File: src/rtl/vx_cache_flush_ctrl_pkg.sv
// Shared sizing helpers for the per-bank cache maintenance sequencer.
package vx_cache_flush_ctrl_pkg;

   // Width helper: a selector over a single entry still needs one bit of storage.
   function automatic int up(input int x);
      return (x < 1) ? 1 : x;
   endfunction

   // Number of cache lines held by one bank.
   function automatic int lines_per_bank(input int cache_size, input int line_size,
                                         input int num_banks, input int num_ways);
      return cache_size / (line_size * num_banks * num_ways);
   endfunction

endpackage

File: src/rtl/vx_cache_flush_ctrl.sv
// Per-bank maintenance sequencer. After reset it walks every line to initialise
// the tag and replacement stores. On a flush request it walks every line (and
// every way in writeback mode), issuing one flush op per entry. It then waits
// for the bank pipeline to drain and returns the request tag as a completion.
// busy is high in every state except IDLE so the bank can hold off core traffic.
//
// Handshakes: a transfer happens on a rising clk edge where valid and ready are
// both high. A valid output, once raised, holds its payload stable until that
// transfer. Every valid/ready output here is a decode of registered state gated
// by reset, so none depends on a same-cycle input.
module vx_cache_flush_ctrl
   import vx_cache_flush_ctrl_pkg::*;
#(
   parameter int CACHE_SIZE = 1024,
   parameter int LINE_SIZE  = 64,
   parameter int NUM_BANKS  = 1,
   parameter int NUM_WAYS   = 1,
   parameter int WRITEBACK  = 0,
   parameter int TAG_WIDTH  = 1,
   localparam int LINES     = lines_per_bank(CACHE_SIZE, LINE_SIZE, NUM_BANKS, NUM_WAYS),
   localparam int LW        = up($clog2(LINES)),
   localparam int WW        = up($clog2(NUM_WAYS))
) (
   input  logic                 clk,
   input  logic                 reset,
   input  logic                 flush_req_valid,
   input  logic [TAG_WIDTH-1:0] flush_req_tag,
   output logic                 flush_req_ready,
   output logic                 flush_rsp_valid,
   output logic [TAG_WIDTH-1:0] flush_rsp_tag,
   input  logic                 flush_rsp_ready,
   output logic                 init_valid,
   output logic [LW-1:0]        init_line,
   output logic                 flush_valid,
   output logic [LW-1:0]        flush_line,
   output logic [WW-1:0]        flush_way,
   input  logic                 flush_ready,
   input  logic                 pipe_empty,
   output logic                 busy
);

   typedef enum logic [2:0] {
      S_INIT,
      S_IDLE,
      S_FLUSH,
      S_DRAIN,
      S_DONE
   } state_e;

   localparam logic [LW-1:0] LAST_LINE = LW'(LINES - 1);
   localparam logic [WW-1:0] LAST_WAY  = WW'(NUM_WAYS - 1);

   state_e               state_q, state_d;
   logic [LW-1:0]        line_q, line_d;
   logic [WW-1:0]        way_q, way_d;
   logic [TAG_WIDTH-1:0] tag_q, tag_d;
   logic                 last_way;
   logic                 active;

   // State, walk counters and captured tag; reset restarts the init walk.
   always_ff @(posedge clk) begin
      if (reset) begin
         state_q <= S_INIT;
         line_q  <= '0;
         way_q   <= '0;
         tag_q   <= '0;
      end else begin
         state_q <= state_d;
         line_q  <= line_d;
         way_q   <= way_d;
         tag_q   <= tag_d;
      end
   end

   // Next-state logic and the line/way walk.
   always_comb begin
      state_d = state_q;
      line_d  = line_q;
      way_d   = way_q;
      tag_d   = tag_q;
      // Without writeback only the line advances, so every op ends its line.
      if (WRITEBACK != 0) begin
         last_way = (way_q == LAST_WAY);
      end else begin
         last_way = 1'b1;
      end
      case (state_q)
         S_INIT: begin
            if (line_q == LAST_LINE) begin
               line_d  = '0;
               state_d = S_IDLE;
            end else begin
               line_d = line_q + LW'(1);
            end
         end
         S_IDLE: begin
            if (flush_req_valid) begin
               tag_d   = flush_req_tag;
               line_d  = '0;
               way_d   = '0;
               state_d = S_FLUSH;
            end
         end
         S_FLUSH: begin
            if (flush_ready) begin
               if (last_way) begin
                  way_d = '0;
                  if (line_q == LAST_LINE) begin
                     line_d  = '0;
                     state_d = S_DRAIN;
                  end else begin
                     line_d = line_q + LW'(1);
                  end
               end else begin
                  way_d = way_q + WW'(1);
               end
            end
         end
         S_DRAIN: begin
            if (pipe_empty) begin
               state_d = S_DONE;
            end
         end
         S_DONE: begin
            if (flush_rsp_ready) begin
               state_d = S_IDLE;
            end
         end
         default: begin
            state_d = S_INIT;
            line_d  = '0;
            way_d   = '0;
         end
      endcase
   end

   // Output decode from registered state, forced quiet while reset is high.
   always_comb begin
      active          = ~reset;
      init_valid      = active && (state_q == S_INIT);
      flush_req_ready = active && (state_q == S_IDLE);
      flush_valid     = active && (state_q == S_FLUSH);
      flush_rsp_valid = active && (state_q == S_DONE);
      busy            = reset || (state_q != S_IDLE);
      init_line       = active ? line_q : '0;
      flush_line      = active ? line_q : '0;
      flush_rsp_tag   = active ? tag_q : '0;
      if ((WRITEBACK != 0) && active) begin
         flush_way = way_q;
      end else begin
         flush_way = '0;
      end
   end

endmodule
File: config.mk
export PLATFORM = sky130hd
export DESIGN_NAME = vx_cache_flush_ctrl
export DESIGN_NICKNAME = d
export VERILOG_FILES = /design/src/rtl/vx_cache_flush_ctrl_pkg.sv /design/src/rtl/vx_cache_flush_ctrl.sv
export SDC_FILE = /design/constraint.sdc
export NUM_CORES = 1
export LEC_CHECK = 0
export BUFFER_PORTS_ARGS = -buffer_cell sky130_fd_sc_hd__buf_2
export CORE_MARGIN = 2
export CORE_UTILIZATION = 34
export CTS_BUF_LIST = sky130_fd_sc_hd__clkbuf_16
export DETAILED_ROUTE_END_ITERATION = 10
export MAX_ROUTING_LAYER = met4
export PLACE_DENSITY = 0.69
export REMOVE_ABC_BUFFERS = 1
export SETUP_SLACK_MARGIN = 0.2
export SLEW_MARGIN = 20
export SYNTH_ARGS = -nofsm -noshare
export SYNTH_HDL_FRONTEND = slang
export SYNTH_SLANG_ARGS = --single-unit
File: constraint.sdc
create_clock -name clk -period 1.5 [get_ports clk]
set_input_delay 0.075 -clock clk [delete_from_list [all_inputs] [get_ports clk]]
set_output_delay 0.075 -clock clk [all_outputs]
set_load 0.005 [all_outputs]
== Yosys cells after proc, flatten, opt, wreduce, memory -nomap -nowiden ==
Index checks and enable logic that the tools add are counted.

* Word-level logic and storage cells: 41
* Input port bits: 7
* Register bits after elaboration: 8
* Output and inout port bits: 15

* Add/sub/neg operators: 1
* Reductions and logical operators: 10
* Mux-type cells: 13
* Bitwise logic cells: 2
* Equality and inequality tests: 12

{| class="wikitable"
|+ Operators by type and width
! kind !! count
|-
| two-way mux 3 bit || 6
|-
| two-way mux 4 bit || 4
|-
| case mux 4 bit (4 select lines) || 1
|-
| case mux 3 bit (5 select lines) || 1
|-
| inequality test 2 bit (second input constant) || 6
|-
| == test 3 x 2 -> 1 bit (second input constant) || 2
|-
| AND reduction 6 bit || 1
|-
| adder 4 x 1 -> 4 bit (second input constant) || 1
|-
| == test 4 bit (second input constant) || 1
|-
| logical AND 1 bit || 4
|-
| == test 3 x 1 -> 1 bit (second input constant) || 1
|-
| == test 3 bit (second input constant) || 1
|-
| logical NOT 3 bit || 1
|-
| inequality test 3 x 1 -> 1 bit (second input constant) || 1
|-
| AND reduction 3 bit || 1
|-
| NOT 1 bit || 2
|-
| AND reduction 2 bit || 1
|-
| OR reduction 2 bit || 1
|-
| logical OR 1 bit || 1
|-
| two-way mux 1 bit || 1
|}

== Longest topological paths before layout ==
Gate-level depths: netlist of run 1.

* Depth in word-level cells: 4
* Mapped depth: 5
* Depth with buffers taken out: 5

== Least setup slack after synthesis of run 1 ==
OpenSTA, ideal clock, no wires.

* Path kind: register to register
* Start point: register line_q[0]
* End point: register line_q[3]
* Setup time: 0.073 ns
* Path buffers: 0
* Arrival time: 1.247 ns
* Cell stages (with the launch flop): 6
* Path slack: 0.179 ns
* Required time: 1.427 ns
* Clock period less this slack: 1.321 ns
* Path through: dfxtp_1 ha_1 a311o_1 a31oi_1 nor3b_1 nor3_2

* Cells in the longest elaborated chain, start to end: 4
* Elaborated cells on any way between the ends: 5
* Classes of those cells: add/sub (1); eq/ne (1); mux (3)

{| class="wikitable"
|+ Ends and longest elaborated chain
! what !! line !! text
|-
| start: declaration || vx_cache_flush_ctrl.sv:54 || <nowiki>logic [LW-1:0] line_q, line_d;</nowiki>
|-
| start signal: assignment || vx_cache_flush_ctrl.sv:69 || <nowiki>line_q <= line_d;</nowiki>
|-
| adder 4 x 1 -> 4 bit or == test 4 bit (tied branches) || n/a ||
|-
| two-way mux 4 bit * || vx_cache_flush_ctrl.sv:89, vx_cache_flush_ctrl.sv:108 ||
|-
| two-way mux 4 bit || vx_cache_flush_ctrl.sv:105 || <nowiki>if (flush_ready) begin</nowiki>
|-
| case mux 4 bit (4 select lines) * || vx_cache_flush_ctrl.sv:87 || <nowiki>case (state_q)</nowiki>
|}

Every way passes the cells marked *; elsewhere a longest branch is shown, timed or not. The select of a mux whose other input is x is not followed.
A chain may end at the register's enable or synchronous reset.

== Worst setup path in the final report of run 1 ==
* Start point: register state_q[2]
* End point: output port flush_req_ready

* Cells in the longest elaborated chain, start to end: 2

{| class="wikitable"
|+ Ends and longest elaborated chain
! what !! line !! text
|-
| start: declaration || vx_cache_flush_ctrl.sv:53 || <nowiki>state_e state_q, state_d;</nowiki>
|-
| start signal: assignment || vx_cache_flush_ctrl.sv:68 || <nowiki>state_q <= state_d;</nowiki>
|-
| == test 3 x 1 -> 1 bit || vx_cache_flush_ctrl.sv:141 || <nowiki>flush_req_ready = active && (state_q == S_IDLE);</nowiki>
|-
| logical AND 1 bit || vx_cache_flush_ctrl.sv:141 ||
|-
| end: declaration || vx_cache_flush_ctrl.sv:28 || <nowiki>output logic flush_req_ready,</nowiki>
|}

No other way between the ends.

==> reports/metrics.yaml, run 1 <==
power.density_nw_per_um2: 1203
drive_gt1_share_pct: 49.44
dp_hpwl_um: 877.2
numCtsBuffers: 3
r2r_end: "line_q[0]"
fin_crit_sh_pct: 89.88
synth_edf_count: 0
yosysWarnings: 0
drtPass1Iterations: 4
clk_pin_slew_ps: 40
grtUsageMet2_pct: 24.23
hold_viol: 0
max_cap_viol_count: 0
vias: 567
ys.flop_type: "dfxtp_1"
r2r_slack_ps: 170
crit_fanout: 8
run_status: "complete, no violations"
grt_max_degree: 19
slew_violations: 0
finalCriticalPeriod_ps: 1348
overflow: 0
postCtsHoldBufs: 0
insertion_delay_ps: 230
grt_pass1_vias: 496
yosys.cell_types.count: 35
drc_errors: 0
setup_viol: 0
antenna_found_initial: 0
postSynthCellCount: 70
synth_seq_cells: 8
portBuffers: 20
reg2reg_depth: 4
synth_xor_area_share_pct: 0
mostFrequentLayoutCell: "buf_2"
num_antenna_cells: 0
place.gp.congestion: 0.7593
hold_path.class: "input pin to flop"
use_met3_pct: 4.762
start_util_pct: 37.56
clock-sinks: 8
p_leak_uw: 0.0003535
critPathKind: "flop to primary output"
reg2reg_from: "line_q[0]"
core_area_um2: 1559
io_pins: 22
grt_usage_pct: 15.98
critPathArrivalTime_ps: 1270
rows: 14
synth_area_per_cell_um2: 8.365
clock_path_buffers: 2
wirelength_um: 1361
die-area_um2: 2070
die_h_um: 45.50
place_area_um2: 660.6
die_w_um: 45.50
synthArstFlopShare_pct: 0
cts_root_buffer: "clkbuf_16"
layout_common_cells: "buf_2 (20), nor2b_1 (6), buf_4 (6)"
grt_util_met1_pct: 17.22
placed_cells: 100
vias_per_cell: 5.400
holdPathEnd: "tag_q"
routedWlPerCell_um: 12.96
area_growth_pct: 37.82
yosys-mux-area-fraction_pct: 1.709
max_freq_ghz: 0.7418
synthAdderAreaFrac_pct: 2.137
rsz0062_at_grt: "true"
grt_pass1_wl_um: 2173
htree_levels: 1
synth-seq-area-share_pct: 27.35
ir_worst_vdd_mv: 0.4524
fin_area_um2: 807.0
synth_top_family_by_area: "simple AND/OR/NAND/NOR gates"
synth_compound_area_share_pct: 18.59
fin_hold_ws_ps: 107.3
first_iter_violations: 10
whs_path_depth: 3
grt-busiest-layer: "met2"
critPathLaunchType: "flop"
worstSetupEndpointType: "primary output"
crit_required_ps: 1420
hp-start: "flush_req_tag"
ant_nets: 0
clock_skew_ps: 1.075
final_nets: 99
netlist_area_um2: 585.6
tritoncts: "built"
fin_tns_setup_ps: 0
fin_cells: 105
yosys.area_share.simple_pct: 36.11
==> cells in the mapped netlist (2+ instances only) <==
cell type | instances | share of area (%)
nand3_1 | 2 | 1.7
a21oi_1 | 3 | 2.6
nor2b_1 | 6 | 6.4
or3_1 | 2 | 2.1
nand2_1 | 4 | 2.6
clkbuf_1 | 2 | 1.3
nor3_2 | 2 | 3.4
nor4_1 | 2 | 2.1
dfxtp_1 | 8 | 27
nand3b_1 | 2 | 2.6
nand2b_1 | 5 | 5.3
buf_4 | 6 | 7.7
buf_6 | 2 | 3.8
nor3_1 | 2 | 1.7
nor2_1 | 2 | 1.3
==> registers in the layout, summed over array words and instances (netlist names) <==
signal and flops:
line_q 4, state_q 3, tag_q 1
==> metal layers <==
metal	wire length [um]	part of all wire, %	up-vias
met3	102	7.5	4
li1	-	-	286
met1	611	45	255
met5	0	0	-
met4	35	2.6	0
met2	612	45	22
==> where the power goes <==
part / switching (uW) / internal (uW) / total (uW)
registers: 53.0 / 247 / 300
clock network: 108 / 344 / 452
logic: 98.1 / 121 / 219
total: 259 / 712 / 971
==> how the worst max path moves through the flow <==
stage | startpoint | end | slack [ps] | cells past startpoint
2_1_floorplan | state_q[2] | line_q[0] | 180 | 4
3_3_place_gp | state_q[2] | line_q[0] | 120 | 4
3_5_place_dp | line_q[0] | line_q[3] | 100 | 5
4_1_cts | line_q[0] | line_q[3] | 200 | 5
5_1_grt | line_q[0] | line_q[3] | 120 | 5
6_report | state_q[2] | flush_req_ready | 150 | 4
==> critical path: stages, from the launching register on <==
cell and delay [ps]:
dfxtp_4 370, nand2b_4 140, or3_1 370, inv_1 60, buf_2 100
==> repair_timing <==
action / 4_1_cts / 5_1_grt
endpoints found under the setup margin: 7 / 6
resized for setup: 10 / 4
pin swaps: 2 / 2
setup buffers: 0 / 2
==> metrics by stage <==
step           setup slack, ps  utilization, %  power (uW)
2_1_floorplan            179.3               -       396.1
3_3_place_gp             118.4           42.38       475.1
3_5_place_dp             99.02           42.38       477.0
4_1_cts                  197.5           48.96       952.8
5_1_grt                  120.2           51.77        1018
6_report                 151.9           51.77       971.1
==> final cells by class <==
| type | instances | area [um2] |
|---|---|---|
| well taps | 16 | 20.02 |
| fillers | 148 | 752.0 |
| inverters | 1 | 3.754 |
| clock buffers | 3 | 75.07 |
| flip-flops and latches | 8 | 171.4 |
| multi-input cells | 51 | 391.6 |
| repair buffers | 26 | 145.1 |
==> cells by family (layout without fill, tap and decap cells) <==
kind of cell	count (synthesis)	after routing
multiplexers	1	1
buffers and inverters	11	30
flip-flops	8	8
AND/OR/NAND/NOR	34	34
AO/OA/AOI/OAI	14	14
other	1	1
adder cells (fa/ha/maj)	1	1
No activity file was read; power rests on OpenSTA's default activity.
==> run 2, diff against run 1 <==
CELL_PAD_IN_SITES_DETAIL_PLACEMENT = 1   (was default)
CELL_PAD_IN_SITES_GLOBAL_PLACEMENT = 1   (was default)
CORE_UTILIZATION = 33   (was 34)
PLACE_DENSITY = 0.85   (was 0.69)
==> reports/metrics.yaml, run 2 (synthesis results as in run 1) <==
max_cap_viol_count: 0
cts_root_buffer: "clkbuf_16"
r2r_end: "line_q[0]"
drtPass1Iterations: 3
critPathArrivalTime_ps: 1500
run_status: "complete, no violations"
portBuffers: 20
postCtsHoldBufs: 0
crit_fanout: 4
holdPathEnd: "tag_q"
clock_path_buffers: 2
critPathLaunchType: "flop"
routedWlPerCell_um: 15.50
htree_levels: 1
r2r_slack_ps: 170
rows: 15
clk_pin_slew_ps: 40
first_iter_violations: 7
start_util_pct: 34.67
mostFrequentLayoutCell: "buf_2"
max_freq_ghz: 0.7519
drive_gt1_share_pct: 51.65
core_area_um2: 1689
reg2reg_depth: 4
rsz0062_at_grt: "true"
place.gp.congestion: 0.7177
fin_cells: 108
setup_ws_ps: 170.1
largest_reg_flops: 4
numCtsBuffers: 3
ir_worst_vdd_mv: 0.6015
fin_area_um2: 843.3
antenna_found_initial: 0
finalCriticalPeriod_ps: 1330
largest-register: "line_q"
dp_hpwl_um: 996.3
ant_nets: 0
p_leak_uw: 0.0003663
placed_cells: 100
place_area_um2: 654.4
tritoncts: "built"
layout_common_cells: "buf_2 (20), buf_4 (8), nor2b_1 (5), dfxtp_4 (5)"
vias: 590
final_nets: 101
whs_path_depth: 3
power.density_nw_per_um2: 1191
reg2reg_from: "line_q[1]"
die_w_um: 46.13
setup_viol: 0
fin_crit_sh_pct: 88.66
area_growth_pct: 44.02
fin_tns_setup_ps: 0
vias_per_cell: 5.463
crit_required_ps: 1670
die_h_um: 46.13
hold_viol: 0
grt_pass1_wl_um: 2635
slew_violations: 0
grt_max_degree: 19
worstSetupEndpointType: "flop"
clock-sinks: 8
clock_skew_ps: 0.2637
drc_errors: 0
grt_usage_pct: 18.30
hold_path.class: "input pin to flop"
io_pins: 22
pre_cts_slack_ps: 62.17
overflow: 0
critPathKind: "flop to flop"
wirelength_um: 1674
num_antenna_cells: 0
insertion_delay_ps: 230
grt_pass1_vias: 577
reg.largest.list: "line_q: 4 flops, state_q: 3 flops, tag_q: 1 flops"
hp-start: "flush_req_tag"
die-area_um2: 2128
## run 2: changes by cell type in the layout (fill, tap and decap cells not counted), sizes merged
cell	before	now
buf	26	28
## run 2: area by class of cell
class / count / area [um2]
Clock buffer: 3 / 75.07
Fill cell: 197 / 845.8
Inverter: 1 / 3.754
Multi-Input combinational cell: 51 / 404.1
Sequential cell: 8 / 178.9
Tap cell: 17 / 21.27
Timing Repair Buffer: 28 / 160.2
## run 2: what timing repair did
action / 4_1_cts / 5_1_grt
endpoints found under the setup margin: 9 / 7
pin swaps: 4 / 1
buffers inserted: 3 / 2
resized for setup: 16 / 3
hold endpoints to repair: 0 / 0
## run 2: layer usage
| metal | vias up | global-route usage (%) | routed length, um | part of all wire, % |
|---|---|---|---|---|
| li1 | 293 | - | - | - |
| met1 | 280 | 21.28 | 749 | 45 |
| met2 | 13 | 28.33 | 838 | 50 |
| met3 | 4 | 2.745 | 42 | 2.5 |
| met4 | 0 | 13.14 | 43 | 2.6 |
| met5 | - | - | 0 | 0 |
## run 2: per-stage QoR
step / hold WS (ps) / utilization, % / power (uW)
CTS: 116.8 / 48.15 / 985.7
floorplan: 144.1 / - / 396.1
global route: 157.6 / 49.93 / 1061
finish: 114.9 / 49.93 / 1004
global placement: 328.5 / 38.74 / 470.4
detailed placement: 355.3 / 38.74 / 481.0
## run 2: worst max path at each step
stage / cells past startpoint / from / to
2_1_floorplan: 4 / state_q[2] / line_q[0]
3_3_place_gp: 5 / line_q[0] / line_q[3]
3_5_place_dp: 4 / line_q[0] / line_q[0]
4_1_cts: 4 / line_q[1] / line_q[0]
5_1_grt: 4 / state_q[0] / state_q[0]
6_report: 4 / line_q[1] / line_q[0]
## run 2: where the power goes
part           internal, uW  total [uW]  switching (uW)  leakage (uW)
sequential              251         305            53.5     0.0000687
clock                   344         445             102     0.0000370
combinational           136         254             118      0.000261
## run 2: critical path, cell delays in order (launching register included)
cell and delay, ps:
dfxtp_4 360, ha_4 160, a311o_1 380, nor4_2 270, a21o_1 110
